File: src/rtl/inv_mix_columns_ctrl_pkg.sv
// Shared definitions for the InvMixColumns controller: FSM states, GF(2^8)
// coefficients, the AES reduction polynomial and state-byte index helpers.
// Byte k of a 128-bit AES state sits at bits [127-8k -: 8]; row = k%4, col = k/4.
package inv_mix_columns_ctrl_pkg;

    localparam int unsigned STATE_W   = 128;
    localparam int unsigned BYTE_W    = 8;
    localparam int unsigned NUM_COEF  = 4;

    typedef enum logic [1:0] {
        IDLE = 2'd0,
        RUN  = 2'd1,
        DONE = 2'd2
    } fsm_state_t;

    // Product index d = (r - r') mod 4 selects the coefficient in this order
    localparam logic [BYTE_W-1:0] COEF_0E  = 8'h0E;
    localparam logic [BYTE_W-1:0] COEF_0B  = 8'h0B;
    localparam logic [BYTE_W-1:0] COEF_0D  = 8'h0D;
    localparam logic [BYTE_W-1:0] COEF_09  = 8'h09;
    localparam logic [BYTE_W-1:0] AES_POLY = 8'h1B;

    // Multiply by x modulo x^8 + x^4 + x^3 + x + 1
    function automatic logic [BYTE_W-1:0] xtime(input logic [BYTE_W-1:0] x);
        return {x[6:0], 1'b0} ^ (x[7] ? AES_POLY : 8'h00);
    endfunction

    // Multiply by a constant coefficient; folds to an XOR network
    function automatic logic [BYTE_W-1:0] gf_mul_const(input logic [BYTE_W-1:0] x,
                                                       input logic [BYTE_W-1:0] c);
        logic [BYTE_W-1:0] acc;
        logic [BYTE_W-1:0] pw;
        acc = '0;
        pw  = x;
        for (int i = 0; i < 8; i++) begin
            if (c[i]) acc = acc ^ pw;
            pw = xtime(pw);
        end
        return acc;
    endfunction

    // Linear byte index from (row, col)
    function automatic logic [3:0] byte_idx(input logic [1:0] row, input logic [1:0] col);
        return {col, row};
    endfunction

    // LSB position of byte k: 8*(15-k)
    function automatic logic [6:0] byte_lsb(input logic [3:0] k);
        return {~k, 3'b000};
    endfunction

    function automatic logic [BYTE_W-1:0] state_byte(input logic [STATE_W-1:0] s,
                                                     input logic [3:0] k);
        return s[byte_lsb(k) +: BYTE_W];
    endfunction

endpackage

File: src/rtl/inv_mix_columns_ctrl_byte.sv
// inv_mix_byte: combinational GF(2^8) multiplier producing the four
// InvMixColumns products of one state byte. No state.
//   in_byte   - byte to multiply
//   mul_0e_c  - in_byte * 0x0E
//   mul_0b_c  - in_byte * 0x0B
//   mul_0d_c  - in_byte * 0x0D
//   mul_09_c  - in_byte * 0x09
module inv_mix_byte
    import inv_mix_columns_ctrl_pkg::*;
(
    input  logic [BYTE_W-1:0] in_byte,
    output logic [BYTE_W-1:0] mul_0e_c,
    output logic [BYTE_W-1:0] mul_0b_c,
    output logic [BYTE_W-1:0] mul_0d_c,
    output logic [BYTE_W-1:0] mul_09_c
);

    always_comb begin
        mul_0e_c = gf_mul_const(in_byte, COEF_0E);
        mul_0b_c = gf_mul_const(in_byte, COEF_0B);
        mul_0d_c = gf_mul_const(in_byte, COEF_0D);
        mul_09_c = gf_mul_const(in_byte, COEF_09);
    end

endmodule

File: src/rtl/inv_mix_columns_ctrl.sv
// inv_mix_columns_ctrl: iterative AES InvMixColumns with valid/ready handshakes.
// IDLE accepts a state, RUN accumulates byte products into a 128-bit
// accumulator, DONE presents the result until out_ready.
// Build option: INV_MIX_COL_PAR_EN - four multipliers, one column per cycle
// (4-cycle RUN); undefined - one multiplier, one byte per cycle (16-cycle RUN).
//   clk, rst   - clock, asynchronous active-high reset
//   in_valid   - input state offered;  in_ready - block can accept (IDLE)
//   in_state   - AES state, byte 0 at [127:120], column-major
//   out_valid  - result available;     out_ready - consumer accepts
//   out_state  - InvMixColumns(in_state), same byte order
//   busy       - high whenever not IDLE
module inv_mix_columns_ctrl
    import inv_mix_columns_ctrl_pkg::*;
(
    input  logic               clk,
    input  logic               rst,
    input  logic               in_valid,
    output logic               in_ready,
    input  logic [STATE_W-1:0] in_state,
    output logic               out_valid,
    input  logic               out_ready,
    output logic [STATE_W-1:0] out_state,
    output logic               busy
);

`ifdef INV_MIX_COL_PAR_EN
    localparam int unsigned LANES = 4;
    localparam int unsigned CNT_W = 2;
`else
    localparam int unsigned LANES = 1;
    localparam int unsigned CNT_W = 4;
`endif
    localparam logic [CNT_W-1:0] LAST_CNT = '1;

    fsm_state_t         state_q, state_d;
    logic [CNT_W-1:0]   cnt_q, cnt_d;
    logic [STATE_W-1:0] cap_q, cap_d;
    logic [STATE_W-1:0] acc_q, acc_d;
    logic [STATE_W-1:0] out_state_d;
    logic               in_ready_d, out_valid_d, busy_d;

    logic [LANES-1:0][BYTE_W-1:0]                mul_in_c;
    logic [LANES-1:0][NUM_COEF-1:0][BYTE_W-1:0]  mul_out_c;
    logic [STATE_W-1:0]                          acc_upd_c;

    // Byte multipliers; product slot d holds the coefficient for (r - r') mod 4
    for (genvar g = 0; g < LANES; g++) begin : g_mul
        inv_mix_byte u_mul (
            .in_byte  (mul_in_c[g]),
            .mul_0e_c (mul_out_c[g][0]),
            .mul_0b_c (mul_out_c[g][1]),
            .mul_0d_c (mul_out_c[g][2]),
            .mul_09_c (mul_out_c[g][3])
        );
    end

`ifdef INV_MIX_COL_PAR_EN
    // Whole column c = cnt_q per cycle: lane r carries row r
    always_comb begin
        for (int r = 0; r < 4; r++) begin
            mul_in_c[r] = state_byte(cap_q, byte_idx(2'(r), cnt_q));
        end
        acc_upd_c = acc_q;
        for (int r = 0; r < 4; r++) begin
            for (int rp = 0; rp < 4; rp++) begin
                acc_upd_c[byte_lsb(byte_idx(2'(rp), cnt_q)) +: BYTE_W] ^=
                    mul_out_c[r][2'(2'(r) - 2'(rp))];
            end
        end
    end
`else
    // One byte per cycle: cnt_q is the linear byte index (row in [1:0], col in [3:2])
    always_comb begin
        mul_in_c[0] = state_byte(cap_q, cnt_q);
        acc_upd_c   = acc_q;
        for (int rp = 0; rp < 4; rp++) begin
            acc_upd_c[byte_lsb(byte_idx(2'(rp), cnt_q[3:2])) +: BYTE_W] ^=
                mul_out_c[0][2'(cnt_q[1:0] - 2'(rp))];
        end
    end
`endif

    // Next-state and next-output logic
    always_comb begin
        state_d     = state_q;
        cnt_d       = cnt_q;
        cap_d       = cap_q;
        acc_d       = acc_q;
        out_state_d = out_state;

        case (state_q)
            IDLE: begin
                if (in_valid && in_ready) begin
                    cap_d   = in_state;
                    acc_d   = '0;
                    cnt_d   = '0;
                    state_d = RUN;
                end
            end
            RUN: begin
                acc_d = acc_upd_c;
                if (cnt_q == LAST_CNT) begin
                    out_state_d = acc_upd_c;
                    state_d     = DONE;
                end else begin
                    cnt_d = cnt_q + CNT_W'(1);
                end
            end
            DONE: begin
                if (out_ready) state_d = IDLE;
            end
            default: state_d = IDLE;
        endcase

        in_ready_d  = (state_d == IDLE);
        out_valid_d = (state_d == DONE);
        busy_d      = (state_d != IDLE);
    end

    // State and registered outputs
    always_ff @(posedge clk or posedge rst) begin
        if (rst) begin
            state_q   <= IDLE;
            cnt_q     <= '0;
            cap_q     <= '0;
            acc_q     <= '0;
            out_state <= '0;
            in_ready  <= 1'b1;
            out_valid <= 1'b0;
            busy      <= 1'b0;
        end else begin
            state_q   <= state_d;
            cnt_q     <= cnt_d;
            cap_q     <= cap_d;
            acc_q     <= acc_d;
            out_state <= out_state_d;
            in_ready  <= in_ready_d;
            out_valid <= out_valid_d;
            busy      <= busy_d;
        end
    end

endmodule

File: config.mk
export PLATFORM = sky130hd
export DESIGN_NAME = inv_mix_columns_ctrl
export DESIGN_NICKNAME = d
export VERILOG_FILES = /design/src/rtl/inv_mix_columns_ctrl_pkg.sv /design/src/rtl/inv_mix_columns_ctrl_byte.sv /design/src/rtl/inv_mix_columns_ctrl.sv
export SDC_FILE = /design/constraint.sdc
export NUM_CORES = 1
export LEC_CHECK = 0
export CAP_MARGIN = 20
export CORE_MARGIN = 2
export CORE_UTILIZATION = 55
export CTS_CLUSTER_SIZE = 30
export DETAILED_ROUTE_END_ITERATION = 10
export PLACE_DENSITY = 0.8
export SYNTH_ARGS = -nofsm -noshare
export SYNTH_HDL_FRONTEND = slang
export SYNTH_SLANG_ARGS = --single-unit
File: constraint.sdc
create_clock -name clk -period 15.5 [get_ports clk]
set_clock_uncertainty 0.1 [all_clocks]
set_input_delay 1.55 -clock clk [delete_from_list [all_inputs] [get_ports clk]]
set_output_delay 1.55 -clock clk [all_outputs]
set_load 0.01 [all_outputs]
; Yosys cells after proc, flatten, opt, wreduce, memory -nomap -nowiden
; Cells that the tools add are included.
[classes]
addsub = 8
n_mul = 0
div_mod_pow = 0
n_lt_le_gt_ge = 4
n_eq_ne = 6
shift = 13
n_mux = 24
bitwise = 19
n_reduce_logical = 9
[op_table]
columns = operator, n
row1 = 128-bit by 8-bit variable part select with 8-bit output, 5
row2 = 128-bit bitwise mux, 4
row3 = 8-bit by 9-bit variable shift with 128-bit output (first input constant), 4
row4 = 8-bit by 9-bit variable part select with 128-bit output, 4
row5 = 128-bit case mux with 2 select lines, 1
row6 = 128-bit two-way mux, 1
row7 = 8-bit bitwise XOR, 14
row8 = 8-bit binary-select mux with 2-bit select, 4
row9 = 7-bit negator with 9-bit output, 4
row10 = 8-bit two-way mux, 4
row11 = 4-bit NOT, 5
row12 = 5-bit two-way mux, 3
row13 = 2-bit by 3-bit < comparator with 1-bit output (second input constant), 4
row14 = 4-bit two-way mux, 2
row15 = 4-bit case mux with 2 select lines, 1
row16 = 2-bit two-way mux, 3
row17 = 2-bit case mux with 3 select lines, 1
row18 = 2-bit AND reduction, 3
row19 = 4-bit by 1-bit adder with 4-bit output (second input constant), 1
row20 = 2-bit equality test (second input constant), 2
row21 = 4-bit equality test (second input constant), 1
row22 = 2-bit zero test, 2
row23 = 2-bit inequality test (second input constant), 2
row24 = 2-bit nonzero test, 2
row25 = 5 further kinds, 6
[word_totals]
regBits = 393
latchBits = 0
mem_bits_rw = 0
rom_bits = 0
input_bits = 132
mem_count = 0

; Longest topological paths before layout
[depth]
word_depth = 27
mapped_depth = 13
mapped_depth_nobuf = 9

; By module
; A second synthesis with hierarchy kept.
[unflattened]
hier_cells = 1369
area_unflattened_um2 = 18456.5
[modules_own_cells]
columns = module, instances, cells_per_inst, area_per_inst_um2, seq_area_each_um2
row1 = inv_mix_columns_ctrl, 1, 1320, 17925.9, 9835.7
row2 = inv_mix_byte, 1, 49, 530.5, 0.0

; Worst setup path before layout
; OpenSTA, ideal clock, no wires.
[synth_timing]
path_kind = register to register
startpoint = reg cnt_q[2]
endpoint = reg out_state[108]
setup_ns = 0.126
arrival_time_ns = 3.263
t_required_ns = 15.274
slack_ns = 12.011
stages_incl_launch_ff = 11
n_path_buf = 1
synth_period_minus_slack_ns = 3.489
path_cell_list = dfrtp_1 -> buf_4 -> mux4_2 -> mux2i_2 -> mux2i_4 -> xnor2_4 -> xnor3_2 -> xor2_1 -> mux2i_1 -> nand4_2 -> a221o_1
[synth_between]
elab_chain_len = 24
word_cells_on_any_way = 53
classes_between = add/sub: 4 / eq/ne: 1 / shift: 13 / mux: 15 / bitwise: 19 / reduce/logical: 1
[synth_rtl]
columns = element, line_no
row1 = from (decl), inv_mix_columns_ctrl.sv:36  ; logic [CNT_W-1:0] cnt_q, cnt_d;
row2 = from (signal assigned), inv_mix_columns_ctrl.sv:133  ; cnt_q <= cnt_d;
row3 = 4-bit NOT, inv_mix_columns_ctrl_pkg.sv:49  ; return {~k, 3'b000};
row4 = 128-bit by 8-bit variable part select with 8-bit output, inv_mix_columns_ctrl_pkg.sv:54  ; return s[byte_lsb(k) +: BYTE_W];
row5 = 8-bit bitwise XOR / 5-bit two-way mux (equally long branches), inv_mix_columns_ctrl_pkg.sv:25  ; return {x[6:0], 1'b0} ^ (x[7] ? AES_POLY : 8'h00);
row6 = 5-bit two-way mux / 8-bit bitwise XOR (equally long branches), inv_mix_columns_ctrl_pkg.sv:25
row7 = 8-bit bitwise XOR / 5-bit two-way mux (equally long branches), inv_mix_columns_ctrl_pkg.sv:25
row8 = 8-bit bitwise XOR (on tied branches), "inv_mix_columns_ctrl_pkg.sv:36, inv_mix_columns_ctrl_pkg.sv:25"
row9 = 8-bit bitwise XOR, inv_mix_columns_ctrl_pkg.sv:36  ; if (c[i]) acc = acc ^ pw;
row10 = 8-bit binary-select mux with 2-bit select, inv_mix_columns_ctrl.sv:78  ; mul_out_c[0][2'(cnt_q[1:0] - 2'(rp))];
row11 = [... 8 more ...], n/a
row12 = 128-bit by 8-bit variable part select with 8-bit output, inv_mix_columns_ctrl.sv:77  ; acc_upd_c[byte_lsb(byte_idx(2'(rp), cnt_q[3:2])) +: BYTE_W] ^=
row13 = 8-bit bitwise XOR, inv_mix_columns_ctrl.sv:77
row14 = 8-bit by 9-bit variable part select with 128-bit output, inv_mix_columns_ctrl.sv:77
row15 = 128-bit bitwise mux, inv_mix_columns_ctrl.sv:77
row16 = 128-bit by 8-bit variable part select with 8-bit output, inv_mix_columns_ctrl.sv:77
row17 = 8-bit bitwise XOR, inv_mix_columns_ctrl.sv:77
row18 = 8-bit by 9-bit variable part select with 128-bit output, inv_mix_columns_ctrl.sv:77
row19 = 128-bit bitwise mux, inv_mix_columns_ctrl.sv:77
row20 = to (signal assigned), inv_mix_columns_ctrl.sv:136  ; out_state <= out_state_d;
row21 = to (decl), inv_mix_columns_ctrl.sv:22  ; output logic [STATE_W-1:0] out_state,
; Parallel ways exist; a longest one is shown, timed or not. The select of a mux whose other input is x is not followed.
; A chain may end at the register's enable or synchronous reset.

; Final worst setup path
[layout_timing]
startpoint = reg cnt_q[0]
endpoint = reg out_state[125]
; Same word-level chain as after synthesis.

==> impl_metrics.toml <==
[yosys]
syn_inst = 1626
synth_area_leaders = "dfrtp_1 (51%), mux2_2 (7.6%), mux4_2 (7.4%), nand2_1 (4.0%), a22o_1 (3.9%)"
synthFlopType = "dfrtp_1"
synth_commonest_cells = "dfrtp_1 (392), nand2_1 (203), mux2_2 (130), o21ai_0 (99), clkbuf_1 (89)"
syn-num-nets = 1764
avgSynthCellArea_um2 = 11.8
synth_async_sr_flop_share = 1.00
syn_area_mm2 = 0.0192
yosysMostFrequentCell = "dfrtp_1"
ys_seq_area_frac = 0.511
yosysTopAreaCell = "dfrtp_1"
ys_warn_count = 0
ys_ff_latch = 393
synth_cell_types = 78
synth_edf_count = 0
yosys.area.top_type_share = 0.510

[clock_network]
cts_resized = 0
cts_root_buffer = "clkbuf_16"
numCtsBuffers = 41
cts_tree = "done"
cts_buffer_depth = 3
holdBufCountCts = 0
clkTransAtPathRegs_ns = 0.06
postCtsSetupRepairBufs = 0
clock-sinks = 393
worst_skew_pair.late_latency_ns = 0.54
htreeDepth = 2

[die]
ios = 263
rows = 68
die_h_um = 191
dieArea_mm2 = 0.0365
coreArea_mm2 = 0.0345
initial_core_util = 0.558
die_w_um = 191

[worst_setup_path]
crit_cells = 9
end_kind = "flop"
r2r_start = "cnt_q[0]"
cp_max_fo = 55
rr_worst_depth = 9
cp-endpoint = "out_state[125]"
crit_required_ns = 15.78
critical-path-top-delay-family = "multiplexers"
crit_buf_inv = 1
path_cells = "buf_4, mux4_2, mux4_2, xor2_4, xor2_1, or3_1, a31oi_1, xor2_1, o21ai_0"
cp-start-kind = "flop"
crit_start = "cnt_q[0]"
critPathKind = "flop to flop"
reg2reg_slack_ns = 10.61
worst_path_max_delay_cell = "buf_4"
cpPeakStageDelay_ns = 0.70
arrival_ns = 5.17
r2r-end = "out_state[125]"

[timing]
slew_viol_final = 0
rsz0062_at_grt = "false"
post-route-period-util = 0.316
fmax_mhz = 204
slew_headroom = 0.222
worst_pin_slew_ns = 1.17
final.setup.tns_ns = 0
hold_slack_ns = 0.366
finalSetupViolations = 0
hold_viol = 0
finalCriticalPeriod_ns = 4.89

[drt]
wirelength_um = 55600
drt_iter0_drc = 1358
drtAntennaViolNets = 0
drt_first_pass_iters = 7
routed_via_density = 6.35
vias = 14800
drcViolationCount = 0
wl_per_cell_um = 23.9

[layout]
num-fill-cells = 2523
syn_to_final_growth_pct = 22.9
antenna_cells = 0
drive_above_1_share = 0.175
finish.net_count = 1977

[grt]
grt-ovfl-total = 0
grt_pass1_vias = 14800
grt_max_degree = 189
grt.total_usage = 0.308
antenna_found_initial = 2
grt_pass1_wl_um = 86400

[job]
cap_viol_max_count = 0

[place]
io_buffers = 262
dp_hpwl_um = 36300
place.gp.congestion = 0.871

[hold_path]
hold_path_class = "flop to flop"

[run_status]
run_status = "finished, final reports clean"
## per-layer routing
layer | global-route usage | share of wire | vias up | wire length (um)
met5 | 0 | 0 | - | 0
met4 | 0.116 | 0.033 | 0 | 1810
met3 | 0.0925 | 0.11 | 145 | 5990
met2 | 0.483 | 0.48 | 811 | 26700
met1 | 0.407 | 0.38 | 7392 | 21100
li1 | - | - | 6404 | -
## layout make-up
type | count | area [um2] | share of cell area
clock buffer | 56 | 1170 | 0.0497
clock inverter | 17 | 196 | 0.00831
inverter | 23 | 93.8 | 0.00397
multi-input combinational | 1095 | 8880 | 0.376
sequential | 393 | 9840 | 0.416
tap | 455 | 569 | 0.0241
timing repair buffer | 285 | 2890 | 0.122
## metrics by stage
| step | std cells | instance area (um2) | setup slack [ns] | util |
|---|---|---|---|---|
| 6_report | 2324 | 23600 | 10.61 | 0.686 |
| 5_1_grt | 2324 | 23600 | 10.25 | 0.686 |
| 4_1_cts | 2320 | 23500 | 10.60 | 0.683 |
| 3_5_place_dp | 2247 | 22200 | 10.61 | 0.643 |
| 3_3_place_gp | 2247 | 22200 | 10.76 | 0.643 |
| 2_1_floorplan | 1626 | 19200 | 2.93 | - |
## cell usage in the layout (no fill, tap or decap), types with 7 or more instances in the layout
cell type,synthesis,final
mux2i_1,31,31
mux2_2,130,130
nand2_1,203,203
clkinv_2,0,9
mux4_2,63,63
a21o_1,13,13
nor2_1,58,57
clkbuf_16,0,43
and3_1,37,37
xor2_1,16,16
dfrtp_1,392,388
nand3_1,53,52
o21ai_0,99,99
inv_1,20,19
a221oi_1,12,12
o221ai_1,8,8
nor4_1,7,7
a221o_1,19,19
nor3b_1,10,10
clkbuf_1,89,8
a21oi_1,37,37
nand4b_1,11,11
a2bb2oi_1,11,11
clkdlybuf4s50_1,0,262
o21ai_1,19,16
a22o_1,85,85
buf_4,1,18
xnor2_1,46,46
## worst min-delay path by stage
stage	startpoint	to	slack (ns)	cells past startpoint
after global routing	out_state[71]	out_state[71]	0.39	2
final	out_state[102]	out_state[102]	0.37	2
after floorplan	acc_q[14]	acc_q[14]	0.34	2
after CTS	out_state[102]	out_state[102]	0.37	2
after global placement	out_state[65]	out_state[65]	0.35	2
after detailed placement	out_state[102]	out_state[102]	0.36	2
## tightest hold or removal path: cells and delay by family (launching register included)
family | cells | cell delay (ns)
DFF | 1 | 0.34
and+or+nand+nor | 2 | 0.09
## registers in the layout (all words and copies together), names as in the netlist
register and flops:
acc_q 128, cap_q 128, out_state 128, cnt_q 4
state_q 2, busy 1, in_ready 1, out_valid 1
## logic make-up (layout without fill, tap and decap cells)
family / after synthesis / in the layout / share of synthesized area
AND/OR/NAND/NOR: 432 / 432 / 0.108
flip-flops: 393 / 393 / 0.511
AO/OA/AOI/OAI: 350 / 350 / 0.130
multiplexers: 227 / 227 / 0.169
buffers and inverters: 138 / 381 / 0.0302
XOR/XNOR: 80 / 80 / 0.0480
adder cells (fa/ha/maj): 6 / 6 / 0.00390
Power is not shown: default switching activity piles up to over one toggle a cycle in this logic, so the estimate is an artifact.
